--- config.mk ---
export PLATFORM = sky130hd
export DESIGN_NAME = align_shift_pipe
export DESIGN_NICKNAME = d
export VERILOG_FILES = /design/src/rtl/fp_align_pkg.sv /design/src/rtl/align_shift_seg.sv /design/src/rtl/align_shift_pipe.sv
export SDC_FILE = /design/constraint.sdc
export NUM_CORES = 1
export LEC_CHECK = 0
export ABC_CLOCK_PERIOD_IN_PS = 2590
export CORE_UTILIZATION = 48
export DETAILED_ROUTE_END_ITERATION = 6
export PLACE_DENSITY = 0.68
export SLEW_MARGIN = 25
export SYNTH_ARGS = -nofsm -noshare
export SYNTH_HDL_FRONTEND = slang
export SYNTH_SLANG_ARGS = --single-unit
--- constraint.sdc ---
create_clock -name clk -period 2.59 [get_ports clk]
set_input_delay 0.518 -clock clk [delete_from_list [all_inputs] [get_ports clk]]
set_output_delay 0.518 -clock clk [all_outputs]
set_load 0.05 [all_outputs]
--- src/rtl/fp_align_pkg.sv ---
`default_nettype none
//============================================================================
// Package : fp_align_pkg
// Shared types and helpers for the pipelined mantissa alignment shifter.
// Rev     : 1.0
//============================================================================
package fp_align_pkg;

    typedef enum logic [1:0] {
        SH_LSR = 2'b00,
        SH_ASR = 2'b01,
        SH_LSL = 2'b10
    } sh_mode_e;

    localparam int GRS_W = 3;

    // Per-beat control carried alongside the working vector in every segment.
    typedef struct packed {
        logic     valid;
        logic     sign;
        sh_mode_e mode;
        logic     sticky;
        logic     ovf;
    } seg_ctrl_t;

    function automatic int calc_shw(input int width);
        return $clog2(width + GRS_W);
    endfunction

endpackage
`default_nettype wire

--- src/rtl/align_shift_seg.sv ---
`default_nettype none
//============================================================================
// Module : align_shift_seg
// A group of conditional 2^k shift stages followed by one elastic register.
// Rev    : 1.0
//============================================================================
module align_shift_seg
    import fp_align_pkg::*;
#(
    parameter int WIDTH = 24,
    parameter int SHW   = 5,
    parameter int K_LO  = 0,
    parameter int K_HI  = 1
) (
    input  logic                   clk,
    input  logic                   rst_n,
    input  logic                   flush,
    input  seg_ctrl_t              up_ctrl,
    input  logic [WIDTH+GRS_W-1:0] up_ext,
    input  logic [SHW-1:0]         up_shamt,
    output logic                   up_ready,
    output seg_ctrl_t              dn_ctrl,
    output logic [WIDTH+GRS_W-1:0] dn_ext,
    output logic [SHW-1:0]         dn_shamt,
    input  logic                   dn_ready
);

    localparam int EXTW = WIDTH + GRS_W;

    logic [EXTW-1:0] w_ext;
    logic            w_sticky;
    logic            w_ovf;

    seg_ctrl_t       ctrl_d, ctrl_q;
    logic [EXTW-1:0] ext_d, ext_q;
    logic [SHW-1:0]  shamt_d, shamt_q;

    // Right shifts collect everything falling off bit 0 into sticky;
    // left shifts collect everything falling off the MSB into ovf.
    always_comb begin
        w_ext    = up_ext;
        w_sticky = up_ctrl.sticky;
        w_ovf    = up_ctrl.ovf;
        for (int k = K_LO; k < K_HI; k++) begin
            if (up_shamt[k]) begin
                if (up_ctrl.mode == SH_LSL) begin
                    w_ovf = w_ovf | (|(w_ext & ~({EXTW{1'b1}} >> (1 << k))));
                    w_ext = w_ext << (1 << k);
                end else begin
                    w_sticky = w_sticky | (|(w_ext & ~({EXTW{1'b1}} << (1 << k))));
                    if (up_ctrl.mode == SH_ASR) begin
                        w_ext = EXTW'($signed(w_ext) >>> (1 << k));
                    end else begin
                        w_ext = w_ext >> (1 << k);
                    end
                end
            end
        end
    end

    assign up_ready = !ctrl_q.valid || dn_ready;

    always_comb begin
        ctrl_d  = ctrl_q;
        ext_d   = ext_q;
        shamt_d = shamt_q;
        if (up_ready) begin
            ctrl_d.valid = up_ctrl.valid;
            if (up_ctrl.valid) begin
                ctrl_d        = up_ctrl;
                ctrl_d.sticky = w_sticky;
                ctrl_d.ovf    = w_ovf;
                ext_d         = w_ext;
                shamt_d       = up_shamt;
            end
        end
        if (flush) begin
            ctrl_d.valid = 1'b0;
        end
    end

    always_ff @(posedge clk or negedge rst_n) begin
        if (!rst_n) begin
            ctrl_q  <= '0;
            ext_q   <= '0;
            shamt_q <= '0;
        end else begin
            ctrl_q  <= ctrl_d;
            ext_q   <= ext_d;
            shamt_q <= shamt_d;
        end
    end

    assign dn_ctrl  = ctrl_q;
    assign dn_ext   = ext_q;
    assign dn_shamt = shamt_q;

endmodule
`default_nettype wire

--- src/rtl/align_shift_pipe.sv ---
`default_nettype none
//============================================================================
// Module : align_shift_pipe
// Pipelined log2 mantissa aligner with GRS/ovf and valid/ready backpressure.
// Rev    : 1.0
//============================================================================
module align_shift_pipe
    import fp_align_pkg::*;
#(
    parameter int WIDTH     = 24,
    parameter int REG_EVERY = 1
) (
    input  logic                       clk,
    input  logic                       rst_n,
    input  logic                       flush,
    input  logic                       in_valid,
    output logic                       in_ready,
    input  logic [WIDTH-1:0]           in_data,
    input  logic                       in_sign,
    input  logic [calc_shw(WIDTH)-1:0] in_shamt,
    input  logic [1:0]                 in_mode,
    output logic                       out_valid,
    input  logic                       out_ready,
    output logic [WIDTH-1:0]           out_data,
    output logic                       out_sign,
    output logic [GRS_W-1:0]           out_grs,
    output logic                       out_ovf
);

    localparam int SHW  = calc_shw(WIDTH);
    localparam int NSEG = (SHW + REG_EVERY - 1) / REG_EVERY;
    localparam int EXTW = WIDTH + GRS_W;

    // Element 0 is the input side, element NSEG is the output register.
    seg_ctrl_t       w_ctrl  [NSEG+1];
    logic [EXTW-1:0] w_ext   [NSEG+1];
    logic [SHW-1:0]  w_shamt [NSEG+1];
    logic            w_ready [NSEG+1];
    seg_ctrl_t       w_in_ctrl;

    // The reserved mode code behaves as logical right.
    always_comb begin
        w_in_ctrl       = '0;
        w_in_ctrl.valid = in_valid;
        w_in_ctrl.sign  = in_sign;
        if (in_mode == SH_LSL) begin
            w_in_ctrl.mode = SH_LSL;
        end else if (in_mode == SH_ASR) begin
            w_in_ctrl.mode = SH_ASR;
        end else begin
            w_in_ctrl.mode = SH_LSR;
        end
    end

    assign w_ctrl[0]     = w_in_ctrl;
    assign w_ext[0]      = {in_data, {GRS_W{1'b0}}};
    assign w_shamt[0]    = in_shamt;
    assign w_ready[NSEG] = out_ready;

    for (genvar i = 0; i < NSEG; i++) begin : g_seg
        localparam int K_LO = i * REG_EVERY;
        localparam int K_HI = (K_LO + REG_EVERY > SHW) ? SHW : (K_LO + REG_EVERY);

        align_shift_seg #(
            .WIDTH (WIDTH),
            .SHW   (SHW),
            .K_LO  (K_LO),
            .K_HI  (K_HI)
        ) u_seg (
            .clk      (clk),
            .rst_n    (rst_n),
            .flush    (flush),
            .up_ctrl  (w_ctrl[i]),
            .up_ext   (w_ext[i]),
            .up_shamt (w_shamt[i]),
            .up_ready (w_ready[i]),
            .dn_ctrl  (w_ctrl[i+1]),
            .dn_ext   (w_ext[i+1]),
            .dn_shamt (w_shamt[i+1]),
            .dn_ready (w_ready[i+1])
        );
    end

    assign in_ready  = w_ready[0];
    assign out_valid = w_ctrl[NSEG].valid;
    assign out_data  = w_ext[NSEG][EXTW-1:GRS_W];
    assign out_sign  = w_ctrl[NSEG].sign;

    always_comb begin
        out_grs = '0;
        out_ovf = 1'b0;
        if (w_ctrl[NSEG].mode == SH_LSL) begin
            out_ovf = w_ctrl[NSEG].ovf;
        end else begin
            out_grs = {w_ext[NSEG][2], w_ext[NSEG][1], w_ext[NSEG][0] | w_ctrl[NSEG].sticky};
        end
    end

endmodule
`default_nettype wire
# [After elaboration in Yosys (flattened, before gate mapping)]
# Cells that the tools add are included.
[op_classes] n_addsub=0 shifts=0 reduce_logical=28 div=0 magnitude_cmp=0 n_bitwise=8 mux=52 n_mul=0 eq_ne=13
[ops] op="27-bit two-way mux" count=15
[ops] op="6-bit two-way mux" count=10
[ops] op="16-bit OR reduction" count=2
[ops] op="1-bit two-way mux" count=25
[ops] op="8-bit OR reduction" count=2
[ops] op="2-bit == test, second input constant" count=7
[ops] op="2-bit by 1-bit == test with 1-bit output, second input constant" count=6
[ops] op="2-bit AND reduction" count=5
[ops] op="2-bit nonzero test" count=5
[ops] op="1-bit OR" count=8
[ops] op="4-bit OR reduction" count=2
[ops] op="1-bit zero test" count=5
[ops] op="1-bit logical OR" count=5
[ops] op="2-bit OR reduction" count=2
[ops] op="3-bit two-way mux" count=1
[ops] op="2-bit two-way mux" count=1
[word_totals] mem_bits_ro=0 output_inout_bits=31 ramBits=0 register_bits=184 latch_bits=0 elab_cells=134 n_memories=0

# [Depth between registers and ports, before layout]
[logic_depth] ltp_word=9 depth_mapped=6 ltp_nobuf=4

# [Hierarchy]
# From an unflattened synthesis, not the netlist that was laid out.
[hier_totals] hier_cells=977 area_unflattened_um2=10492.6
[by_module_without_submodules] module="align_shift_seg (g_seg[1].u_seg)" cells_per_inst=192 area_per_inst_um2=2185.8 n_inst=1
[by_module_without_submodules] module="align_shift_seg (g_seg[3].u_seg)" cells_per_inst=192 area_per_inst_um2=2182.1 n_inst=1
[by_module_without_submodules] module="align_shift_seg (g_seg[0].u_seg)" cells_per_inst=193 area_per_inst_um2=2158.3 n_inst=1
[by_module_without_submodules] module="align_shift_seg (g_seg[2].u_seg)" cells_per_inst=191 area_per_inst_um2=2108.3 n_inst=1
[by_module_without_submodules] module="align_shift_seg (g_seg[4].u_seg)" cells_per_inst=200 area_per_inst_um2=1795.5 n_inst=1
[by_module_without_submodules] module="align_shift_pipe" cells_per_inst=9 area_per_inst_um2=62.6 n_inst=1

# [Least setup slack after synthesis]
# Ideal clock, no wire load.
[synth_timing] path_kind="register to output" from="register g_seg[4].u_seg.ctrl_q, in the netlist g_seg[4].u_seg.dn_ctrl[5]" to="output port in_ready" required_ns=2.072 t_arrival_ns=1.413 path_buffers=0 setup_slack_ns=0.659 stages_incl_launch_ff=4 path_cell_list="dfrtp_1 > nand2_1 > nor3_1 > nand3_1"
[synth_via] elab_chain_cells=6
[synth_lines] element="start, declared" line_no="align_shift_seg.sv:34" source="seg_ctrl_t ctrl_d, ctrl_q;"
[synth_lines] element="start signal, assigned" line_no="align_shift_seg.sv:88" source="ctrl_q <= ctrl_d;"
[synth_lines] element="1-bit zero test" line_no="align_shift_seg.sv:61" source="assign up_ready = !ctrl_q.valid || dn_ready;"
[synth_lines] element="1-bit logical OR (5 in series)" line_no="align_shift_seg.sv:61"
[synth_lines] element="end, declared" line_no="align_shift_pipe.sv:17" source="output logic in_ready,"
# No other way between the ends.

# [Final worst setup path]
[layout_timing] from="register g_seg[4].u_seg.ctrl_q, in the netlist g_seg[4].u_seg.dn_ctrl[2]" to="output port out_ovf"
[layout_via] elab_chain_cells=2
[layout_lines] element="2-bit == test" line_no="align_shift_pipe.sv:92" source="if (w_ctrl[NSEG].mode == SH_LSL) begin"
[layout_lines] element="1-bit two-way mux" line_no="align_shift_pipe.sv:92"
[layout_lines] element="end, declared" line_no="align_shift_pipe.sv:27" source="output logic out_ovf"
# No other way between the ends.

==> impl_metrics.tcl <==
set metrics [dict create \
    dpl.hpwl_mm 14.2 \
    cts_setup_buffers 0 \
    arrival_ns 1.89 \
    ys_seq_area_frac 0.479 \
    multiInputGateArea_sq_um 4040 \
    worstPathCellList "nand2b_1, nor2_1, clkdlybuf4s50_1" \
    final-hold-violation-count 0 \
    syn_inst 995 \
    nFillCells 1640 \
    synth_edf_count 0 \
    cts_root_buf "clkbuf_16" \
    violations "DRC" \
    grt_pass1_vias 6589 \
    htree_levels 4 \
    synthArstFlopShare 1.00 \
    max_freq_mhz 416 \
    synth_flop_cell "dfrtp_1" \
    cts_resized 0 \
    cts_max_path_buffers 2 \
    p_int_mw 5.84 \
    gp_congestion 0.832 \
    p_clk_frac 0.286 \
    finalWorstSetupSlack_ns 0.184 \
    ir_drop_mv 0.487 \
    p_switching_mw 3.31 \
    drc_errors 13 \
    tightest_slew_ns 0.773 \
    clkSinkCount 171 \
    final_util 0.566 \
    power_density_nw_per_um2 894 \
    final-seq-area_sq_um 4280 \
    rsz0062_at_grt "false" \
    synth_warnings 0 \
    rows 49 \
    layout.nets 1052 \
    die_h_um 138 \
    ff2ff_setup_slack_ns 0.88 \
    setup_tns_ns 0 \
    maxCapViolCount 0 \
    seqPwrFrac 0.430 \
    grt_pass1_wl_mm 34.2 \
    cp_top_family "buffers and inverters" \
    cpMaxStageDelayCell "clkdlybuf4s50_1" \
    synth.distinct_cells 46 \
    grtUsageTotal 0.222 \
    final_max_slew_viol_count 0 \
    power_frac_comb 0.284 \
    antenna_found_initial 0 \
    cp-end-kind "primary output" \
    syn-cell-area_sq_um 8930 \
    num_io_pins 68 \
    area_growth_syn_to_layout_pct 14.6 \
    status "finished with violations" \
    cts_tree "yes" \
    path_class "reg2out" \
    initialDrtViolationCount 409 \
    relSlewSlack 0.485 \
    wl_mm 19.7 \
    critical_path_required_ns 2.07 \
    syn_nets 1032 \
    layout_commonest_cell "nand2_1" \
    crit_buf_inv 1 \
    synth_area_per_cell_sq_um 8.97 \
    min_period_over_period 0.929 \
    cpPeakStageDelay_ns 0.80 \
    layout-drive-gt1-share 0.0807 \
    wl_per_cell_um 15.6 \
    grt_start_max_net_pins 59 \
    viasPerCell 5.47 \
    swShare 0.362 \
    min_period_ns 2.41 \
    final_cell_mix "195 x nand2_1, 171 x dfrtp_1, 95 x nor2_1" \
    vias 6878 \
    drt_first_pass_iters 7 \
    timing.hold.ws_ns 0.0562 \
    ys_ff_latch 171 \
    cts_buffers 17 \
    diodes 0 \
    grt_overflow 0 \
    clk_pin_slew_ns 0.07 \
    setup_viol 0 \
    start_util 0.494 \
    leakage_nw 4.65 \
    fp.dieW_um 138 \
    core-area_sq_um 18100 \
    min_path_type "in2async" \
    detail-route-antenna-nets 0 \
    die_area_sq_um 19100 \
    path_max_fanout 4 \
    pre_cts_slack_ns 0.287 \
    cts_hold_buf 0 \
    skew_ns 0.0161 \
    worstSkewPairLatency_ns 0.43 \
    startpoint_type "register" \
    io_buffers 67 \
]
[worst paths after layout]
kind / from / to / depth (start not counted)
max in group asynchronous: rst_n / g_seg[3].u_seg.dn_ext[23] / 2
min in group clk: g_seg[4].u_seg.dn_ctrl[2] / g_seg[4].u_seg.dn_ctrl[2] / 2
max: g_seg[4].u_seg.dn_ctrl[2] / out_ovf / 3
max reg2reg: g_seg[3].u_seg.dn_ctrl[2] / g_seg[4].u_seg.dn_ctrl[0] / 5
min: rst_n / g_seg[4].u_seg.dn_ext[5] / 1
min reg2reg: g_seg[4].u_seg.dn_ctrl[2] / g_seg[4].u_seg.dn_ctrl[2] / 2
[worst reg2reg max path, delay by kind of cell (launching register included)]
family          cells  cell delay, ns
flops               1            0.41
simple gates        2            0.66
buf+inv             1            0.23
compound gates      2            0.33
[cell families after synthesis]
family,after synthesis,share of synthesized area
AOI/OAI and AO/OA,263,0.190
buffers and inverters,109,0.0688
DFF,171,0.479
muxes,55,0.0636
and+or+nand+nor,397,0.198
[layout make-up]
cell class | count | share of cell area
Tap cell | 229 | 0.0280
Sequential cell | 171 | 0.418
Timing Repair Buffer | 100 | 0.0957
Inverter | 10 | 0.00367
Clock buffer | 19 | 0.0443
Multi-Input combinational cell | 715 | 0.395
Clock inverter | 13 | 0.0153
[through the flow]
stage	instances	instance area [sq um]	power (mW)
2_1_floorplan	995	8930	5.86
3_3_place_gp	1225	9620	6.54
3_5_place_dp	1225	9620	6.59
4_1_cts	1257	10200	9.21
5_1_grt	1257	10200	9.68
6_report	1257	10200	9.14
[power by group through the flow]
stage | clock [mW] | combinational [mW] | sequential [mW]
after floorplan | 0 | 2.13 | 3.74
after global placement | 0 | 2.58 | 3.96
after detailed placement | 0 | 2.60 | 3.98
after CTS | 2.66 | 2.62 | 3.93
after global routing | 2.77 | 2.88 | 4.03
final | 2.61 | 2.60 | 3.93
[cells in the mapped netlist (2+ instances only)]
cell type,n,area [sq um]
nor2b_1,24,150
a211oi_1,42,315
nand3_1,8,40.0
nand2_1,195,732
a31oi_1,37,231
buf_1,4,15.0
and2_1,4,25.0
inv_1,10,37.5
clkbuf_1,31,116
nand2b_1,6,37.5
buf_6,2,22.5
buf_2,30,150
mux2_1,6,67.6
and3_1,44,275
buf_4,29,218
nor4_1,8,50.1
o21ai_1,8,40.0
o31ai_1,22,165
a21oi_1,32,160
o21ai_0,66,330
or4_1,2,15.0
mux2_2,8,90.1
mux2i_1,41,410
nor2_1,95,357
buf_12,2,40.0
dfrtp_1,171,4280
nor3_1,4,20.0
a21o_1,43,323
a32oi_1,4,35.0
[per-layer routing]
layer	wire length, um	GRT usage	part of all wire
met5	0	0	0
met4	405	0.0869	0.021
met3	549	0.0378	0.028
met2	9290	0.351	0.47
met1	9410	0.305	0.48
[state kept, by name, indices dropped and copies added (netlist names)]
| signal | cells |
|---|---|
| g_seg.u_seg.dn_ext | 133 |
| g_seg.u_seg.dn_ctrl | 28 |
| g_seg.u_seg.dn_shamt | 10 |
No activity file was read; power rests on OpenSTA's default activity.
